$ cat src/rtl/conv2x2_stream.sv
// Streaming 2x2 stride-1 convolution: line buffer, four-multiply stage, then a saturating accumulate stage.
// Optional feature: define CONV2X2_RELU_EN to clamp negative results to zero.
module conv2x2_stream #(
    parameter int dataWidth = 16,
    parameter int IMG_W     = 28,
    parameter int IMG_H     = 28,
    parameter int FRAC_BITS = 8
) (
    input  logic                        clk,
    input  logic                        rst,
    input  logic                        start,
    output logic                        w_en,
    input  logic signed [dataWidth-1:0] w0,
    input  logic signed [dataWidth-1:0] w1,
    input  logic signed [dataWidth-1:0] w2,
    input  logic signed [dataWidth-1:0] w3,
    input  logic signed [dataWidth-1:0] bias,
    input  logic                        in_valid,
    input  logic signed [dataWidth-1:0] in_pixel,
    output logic                        out_valid,
    output logic signed [dataWidth-1:0] out_pixel,
    output logic                        busy,
    output logic                        done
);

    localparam int P_W   = 2 * dataWidth;
    localparam int ACC_W = 2 * dataWidth + 3;
    localparam int COL_W = $clog2(IMG_W);
    localparam int ROW_W = $clog2(IMG_H);

    localparam logic [COL_W-1:0]         COL_LAST = COL_W'(IMG_W - 1);
    localparam logic [ROW_W-1:0]         ROW_LAST = ROW_W'(IMG_H - 1);
    localparam logic signed [ACC_W-1:0]  SAT_MAX  = ACC_W'((64'sd1 <<< (dataWidth - 1)) - 64'sd1);
    localparam logic signed [ACC_W-1:0]  SAT_MIN  = ~SAT_MAX;

    typedef enum logic [2:0] {IDLE, LOAD, LATCH, RUN, DRAIN} state_t;

    state_t state, state_next;

    logic [COL_W-1:0]         col;
    logic [ROW_W-1:0]         row;
    logic signed [dataWidth-1:0] line_buf [IMG_W];
    logic signed [dataWidth-1:0] line_rd;
    logic signed [dataWidth-1:0] prev_pix;
    logic signed [dataWidth-1:0] top_prev;
    logic signed [dataWidth-1:0] w_r [4];
    logic signed [dataWidth-1:0] bias_r;

    logic accept, last_pix, win_ok;

    logic                    s1_valid;
    logic signed [P_W-1:0]   prod [4];
    logic signed [ACC_W-1:0] acc, shifted;
    logic signed [dataWidth-1:0] sat_val;

    assign accept   = (state == RUN) && in_valid;
    assign last_pix = (row == ROW_LAST) && (col == COL_LAST);
    assign win_ok   = accept && (row != '0) && (col != '0);
    assign line_rd  = line_buf[col];
    assign busy     = (state != IDLE);

    // NOTE: every output of a combinational block gets a default first so no path leaves it unassigned (no latch).
    always_comb begin
        state_next = state;
        w_en       = 1'b0;
        done       = 1'b0;
        case (state)
            IDLE:    if (start) state_next = LOAD;
            LOAD: begin
                w_en       = 1'b1;
                state_next = LATCH;
            end
            LATCH:   state_next = RUN;
            RUN:     if (accept && last_pix) state_next = DRAIN;
            DRAIN: begin
                if (!s1_valid && !out_valid) begin
                    done       = 1'b1;
                    state_next = IDLE;
                end
            end
            default: state_next = IDLE;
        endcase
    end

    // NOTE: state and pipeline registers use non-blocking assignments so all of them update from pre-edge values.
    always_ff @(posedge clk or posedge rst) begin
        if (rst) begin
            state     <= IDLE;
            row       <= '0;
            col       <= '0;
            prev_pix  <= '0;
            top_prev  <= '0;
            w_r       <= '{default: '0};
            bias_r    <= '0;
            s1_valid  <= 1'b0;
            prod      <= '{default: '0};
            out_valid <= 1'b0;
            out_pixel <= '0;
        end else begin
            state <= state_next;
            if (state == LATCH) begin
                w_r[0] <= w0;
                w_r[1] <= w1;
                w_r[2] <= w2;
                w_r[3] <= w3;
                bias_r <= bias;
                row    <= '0;
                col    <= '0;
            end else if (accept) begin
                prev_pix <= in_pixel;
                // Old line[col] becomes the next window's top-left once line[col] is overwritten.
                top_prev <= line_rd;
                if (col == COL_LAST) begin
                    col <= '0;
                    row <= last_pix ? '0 : row + 1'b1;
                end else begin
                    col <= col + 1'b1;
                end
            end

            s1_valid <= win_ok;
            if (win_ok) begin
                prod[0] <= P_W'(top_prev) * P_W'(w_r[0]);
                prod[1] <= P_W'(line_rd)  * P_W'(w_r[1]);
                prod[2] <= P_W'(prev_pix) * P_W'(w_r[2]);
                prod[3] <= P_W'(in_pixel) * P_W'(w_r[3]);
            end

            out_valid <= s1_valid;
            if (s1_valid) out_pixel <= sat_val;
        end
    end

    // NOTE: the line buffer has no reset; row 0 of every frame overwrites it before any window reads it.
    always_ff @(posedge clk) begin
        if (accept) line_buf[col] <= in_pixel;
    end

    always_comb begin
        acc = ACC_W'(prod[0]) + ACC_W'(prod[1]) + ACC_W'(prod[2]) + ACC_W'(prod[3])
            + (ACC_W'(bias_r) <<< FRAC_BITS);
        shifted = acc >>> FRAC_BITS;
        if (shifted > SAT_MAX)
            sat_val = {1'b0, {(dataWidth-1){1'b1}}};
        else if (shifted < SAT_MIN)
            sat_val = {1'b1, {(dataWidth-1){1'b0}}};
        else
            sat_val = shifted[dataWidth-1:0];
`ifdef CONV2X2_RELU_EN
        if (sat_val[dataWidth-1]) sat_val = '0;
`endif
    end

endmodule

$ cat config.mk
export PLATFORM = sky130hd
export DESIGN_NAME = conv2x2_stream
export DESIGN_NICKNAME = d
export VERILOG_FILES = /design/src/rtl/conv2x2_stream.sv
export SDC_FILE = /design/constraint.sdc
export NUM_CORES = 2
export LEC_CHECK = 0
export BUFFER_PORTS_ARGS = -buffer_cell sky130_fd_sc_hd__buf_2
export CORE_MARGIN = 3
export CORE_UTILIZATION = 35
export DETAILED_ROUTE_END_ITERATION = 8
export GPL_ROUTABILITY_DRIVEN = 0
export PLACE_DENSITY = 0.46
export SLEW_MARGIN = 40
export SYNTH_ARGS = -nofsm -noshare
export SYNTH_HDL_FRONTEND = slang
export SYNTH_SLANG_ARGS = --single-unit
$ cat constraint.sdc
create_clock -name clk -period 9.5 [get_ports clk]
set_input_delay 1.425 -clock clk [delete_from_list [all_inputs] [get_ports clk]]
set_output_delay 1.425 -clock clk [all_outputs]
set_load 0.01 [all_outputs]
## After elaboration in Yosys (flattened, before gate mapping)

Memory sizes are Yosys's and may differ from the RTL's.
Index checks and enable logic that the tools add are counted.

- Bits in registers: 271
- Bits in writable memories: 448
- Word-level logic and storage cells: 75
- Memories kept: 1

Memories:

| memory | depth | width | rd ports | clocked after Yosys merged registers in | write ports | RTL line | RTL |
|---|---|---|---|---|---|---|---|
| line_buf | 28 | 16 | 1 | 0 | 1 | 42 | `logic signed [dataWidth-1:0] line_buf [IMG_W];` |

- Add/sub/neg operators: 6
- Multiply operators: 4
- Magnitude comparators: 2
- Eq/ne operators: 9
- Muxes and demuxes: 18
- Bitwise operators: 1
- Reduce and logical (&&, ||, !) cells: 17

Operators with widths:

| kind | number |
|---|---|
| $mul 16x16->32 | 4 |
| $add 34x32->35 | 1 |
| $add 35x24->35 | 1 |
| $mux 5 | 7 |
| $add 33x32->34 | 1 |
| $add 32x32->33 | 1 |
| $mux 16 | 2 |
| $gt 27x16->1 const B | 1 |
| $lt 27x16->1 const B | 1 |
| $pmux 3 s5 | 1 |
| $add 5x1->5 const B | 2 |
| $eq 5x5->1 const B | 2 |
| $reduce_bool 5->1 | 2 |
| $mux 3 | 3 |
| $eq 3x2->1 const B | 2 |
| $logic_and 1x1->1 | 6 |
| $mux 1 | 5 |
| $ne 2x2->1 const B | 2 |
| $reduce_and 2->1 | 2 |
| $reduce_bool 2->1 | 2 |
| $eq 3x1->1 const B | 1 |
| $eq 3x3->1 const B | 1 |
| $logic_not 3->1 | 1 |
| $reduce_and 3->1 | 1 |
| 4 further kinds | 5 |

## Longest topological paths before layout

- Depth in word-level cells: 7
- Mapped depth: 37
- Depth with buffers taken out: 32

## Worst setup path after synthesis

Ideal clock, no wire load.

- Path kind: reg2reg
- Start: register col[0]
- End: register prod[95] (netlist bit)
- Data arrival time: 8.350 ns
- Data required time: 9.367 ns
- Setup slack: 1.017 ns
- Cell stages (with the launch flop): 33
- Buffers on the path: 5
- Cells stage by stage: dfrtp_1 > buf_2 > buf_2 > buf_2 > buf_1 > mux4_2 > mux2i_1 > o21ai_0 > nand2_1 > o221ai_1 > clkbuf_1 > and2_1 > fa_1 > inv_1 > fa_1 > fa_1 > inv_1 > fa_1 > fa_1 > inv_1 > fa_1 > inv_1 > ha_1 > o21ai_0 > nor2b_1 > a21oi_1 > a41o_1 > o41a_1 > a31oi_1 > o41ai_1 > a21oi_1 > xnor2_1 > o21ai_0

- Word-level cells in the longest chain between the ends: 2
- Elaborated cells between the ends (all ways): 4

RTL lines:

| item | RTL line | RTL |
|---|---|---|
| start: declaration | 40 | `logic [COL_W-1:0] col;` |
| start signal: assignment | 117 | `col <= col + 1'b1;` |
| $mem_v2 28x16 / $reduce_bool 5->1 (equally long branches) | - |  |
| $mul 16x16->32 / $logic_and 1x1->1 (equally long branches) | 124, 58 |  |
| end: declaration | 52 | `logic signed [P_W-1:0] prod [4];` |

Several ways; a longest one is shown, not always the timed one.
A chain may end at the register's enable or synchronous reset.

## Worst setup path in the final report

Ends and elaborated chain as after synthesis.

==> results.yml <==
sta:
  post-route-period-util: 0.909
  setup_violations: 0
  drv_slew: 0
  finalCriticalPeriod_ns: 8.63
  fin_worst_skew_ns: 0.0681
  setup-tns-final_ns: 0
  final-hold-violation-count: 0
  tightestPinTransition_ns: 0.878
  rsz0062_at_grt: "false"
  maxSlewHeadroom: 0.415
  fmax_ghz: 0.116
  holdWs_ns: 0.480
floorplan:
  die_height_um: 451
  die_x_um: 451
  core_area_um2: 196000
  dieArea_um2: 204000
  initial_utilization: 0.354
  rows: 162
  ios: 120
clock_network:
  cts_sinks: 719
  cts_tree: "yes"
  clk_path_buf_depth: 3
  cts-htree-levels: 3
  cts_resized: 0
  clk_pin_slew_worst_paths_ns: 0.06
  clk-insertion-delay-late_ns: 0.73
  cts_inserted_buffers: 88
  root_buffer: "clkbuf_16"
  cts_setup_buffers: 0
  hold_buffers: 0
global_routing:
  grt_pass1_vias: 48700
  grtUsageMet3: 0.0211
  grt_use_met2: 0.346
  globalRoute.busiestLayer: "met2"
  grt_pass1_wl_mm: 312
  grt_max_degree: 191
  use_met1: 0.282
  grt-ovfl-total: 0
  antenna_found_initial: 11
  track_usage: 0.204
place:
  port_buffers: 119
  placed_cells_incl_taps: 8793
  place_hpwl_mm: 154
  dpl_cell_area_um2: 73400
setup_path:
  reg2reg_to: "prod[95]$_DFFE_PP0P_"
  rr_startpoint: "col[0]$_DFFE_PP0P_"
  rrSetupSlack_ns: 0.87
  path_class: "flop to flop"
  worstRegToRegCells: 26
  cp.required_ns: 10.04
  arrival_ns: 9.17
  end_kind: "flop"
  worstPathMaxFanout: 47
  startpoint_type: "flop"
synthesis:
  synth.largest_area_cell: "fa_1"
  yosys_warnings: 0
  syn_avg_cell_area_um2: 11.2
  yosysSeqAreaShare: 0.292
  syn_nets: 7794
  synth_seq_cells: 719
  syn_area_um2: 69400
  synth_async_sr_flop_share: 0.377
  synth-edff-count: 448
  ys_top_cells_by_area: "fa_1, edfxtp_1, dfrtp_1"
  synth_cell_type_count: 80
  synth_flop_cell: "edfxtp_1"
  yosysMostFrequentCell: "inv_1"
  synth_common_cells: "inv_1, fa_1, nand2_1"
  synth_top_area_share: 0.328
  syn_inst: 6185
job:
  drv_cap: 0
final_layout:
  fill_cells: 19200
  multi_input_area_um2: 43900
  drive_above_1_share: 0.102
  fin_nets: 7868
  regArea_um2: 20300
  area_growth_pct: 10.1
  final_area_um2: 76400
  stdcell_count: 8963
outcome:
  status: "complete, no violations"
route:
  initialDrtViolationCount: 2733
  dr.pass1.iters: 5
  wl_mm: 201
  vias: 43600
  wl_per_cell_um: 22.5
  drc_errors: 0
  avgViaCountPerCell: 4.86
  antenna_left: 0
min_path:
  worstHoldStart: "prev_pix[0]$_DFFE_PP0P_"
  hold_class: "flop to flop"
  hold_depth: 2
  hold_path_end: "prev_pix[0]$_DFFE_PP0P_"
-- placed cells by master (no fill, tap or decap), types with 21 or more instances in the layout --
| cell type | synthesis | layout |
|---|---|---|
| nor3_1 | 26 | 24 |
| a21oi_1 | 120 | 120 |
| nand2b_1 | 81 | 81 |
| nand3_1 | 35 | 34 |
| nor2b_1 | 54 | 53 |
| edfxtp_1 | 448 | 448 |
| buf_2 | 8 | 115 |
| clkbuf_16 | 0 | 89 |
| mux2i_1 | 23 | 23 |
| a21o_1 | 46 | 46 |
| and2_1 | 431 | 428 |
| inv_1 | 1201 | 1199 |
| o21ai_0 | 181 | 181 |
| xnor2_1 | 106 | 101 |
| nor2_1 | 100 | 100 |
| dfrtp_2 | 0 | 21 |
| ha_1 | 371 | 368 |
| dfrtp_1 | 271 | 247 |
| xor2_1 | 65 | 60 |
| nand2_1 | 834 | 834 |
| mux4_2 | 121 | 121 |
| buf_4 | 0 | 100 |
| fa_1 | 1138 | 1138 |
| mux2_2 | 87 | 87 |
-- flip-flops by register name (all words and copies together) (netlist names) --
signal,cells
state,3
out_pixel,16
bias_r,16
prev_pix,16
col,5
prod,128
out_valid,1
line_buf,448
s1_valid,1
top_prev,16
row,5
w_r,64
-- through the flow --
| stage | utilization | setup WS (ns) |
|---|---|---|
| after floorplan | - | 0.608 |
| after global placement | 0.374 | 0.906 |
| after detailed placement | 0.375 | 0.861 |
| after CTS | 0.390 | 0.817 |
| after global routing | 0.390 | 0.326 |
| final | 0.390 | 0.866 |
-- cell type report --
class                      instances  area share
multi-input combinational       4023       0.574
sequential                       719       0.265
inverter                        1201      0.0591
tap                             2624      0.0430
clock buffer                     109      0.0307
timing repair buffer             226      0.0198
clock inverter                    56     0.00750
antenna                            5    0.000164
-- logic make-up (layout without fill, tap and decap cells) --
family,count (synthesis),after routing,share of synthesized area
xor+xnor,172,172,0.0218
compound gates,480,480,0.0432
buf+inv,1443,1592,0.0784
fa+ha+maj,1509,1509,0.395
other cells,0,5,0
mux,231,231,0.0567
simple gates,1631,1631,0.113
flops,719,719,0.292
-- critical path: stages, from the launching register on --
cell and delay, ns:
dfrtp_4 0.56, buf_12 0.35, mux4_2 0.57, mux4_2 0.48
mux2_2 0.49, and2_1 0.27, fa_1 0.50, inv_1 0.05
fa_1 0.56, fa_1 0.46, fa_1 0.54, inv_1 0.05
fa_1 0.47, inv_1 0.05, fa_1 0.47, inv_1 0.04
ha_1 0.32, and3_1 0.21, o211ai_1 0.15, a21oi_1 0.17
a41o_1 0.27, o41a_1 0.35, a31oi_1 0.37, o41ai_1 0.15
a21oi_1 0.20, xnor2_1 0.14, o21ai_0 0.09
-- layer usage --
layer	part of all wire	vias to the layer above	wire length, µm
li1	-	19500	-
met1	0.45	23100	90300
met2	0.49	798	98500
met3	0.036	191	7310
met4	0.026	4	5230
met5	0.00013	-	27
-- how the worst max path moves through the flow --
stage | startpoint | endpoint | slack (ns) | depth (start not counted)
after floorplan | rst | bias_r[0]$_DFFE_PP0N_ | 0.61 | 1
after global placement | col[0]$_DFFE_PP0P_ | prod[95]$_DFFE_PP0P_ | 0.91 | 26
after detailed placement | col[0]$_DFFE_PP0P_ | prod[95]$_DFFE_PP0P_ | 0.86 | 27
after CTS | col[0]$_DFFE_PP0P_ | prod[95]$_DFFE_PP0P_ | 0.82 | 27
after global routing | col[0]$_DFFE_PP0P_ | prod[95]$_DFFE_PP0P_ | 0.33 | 26
final | col[0]$_DFFE_PP0P_ | prod[95]$_DFFE_PP0P_ | 0.87 | 26
Power is left out: the tool's default activity adds up to more than one toggle a clock period on the data nets, which glitch-free logic cannot reach.
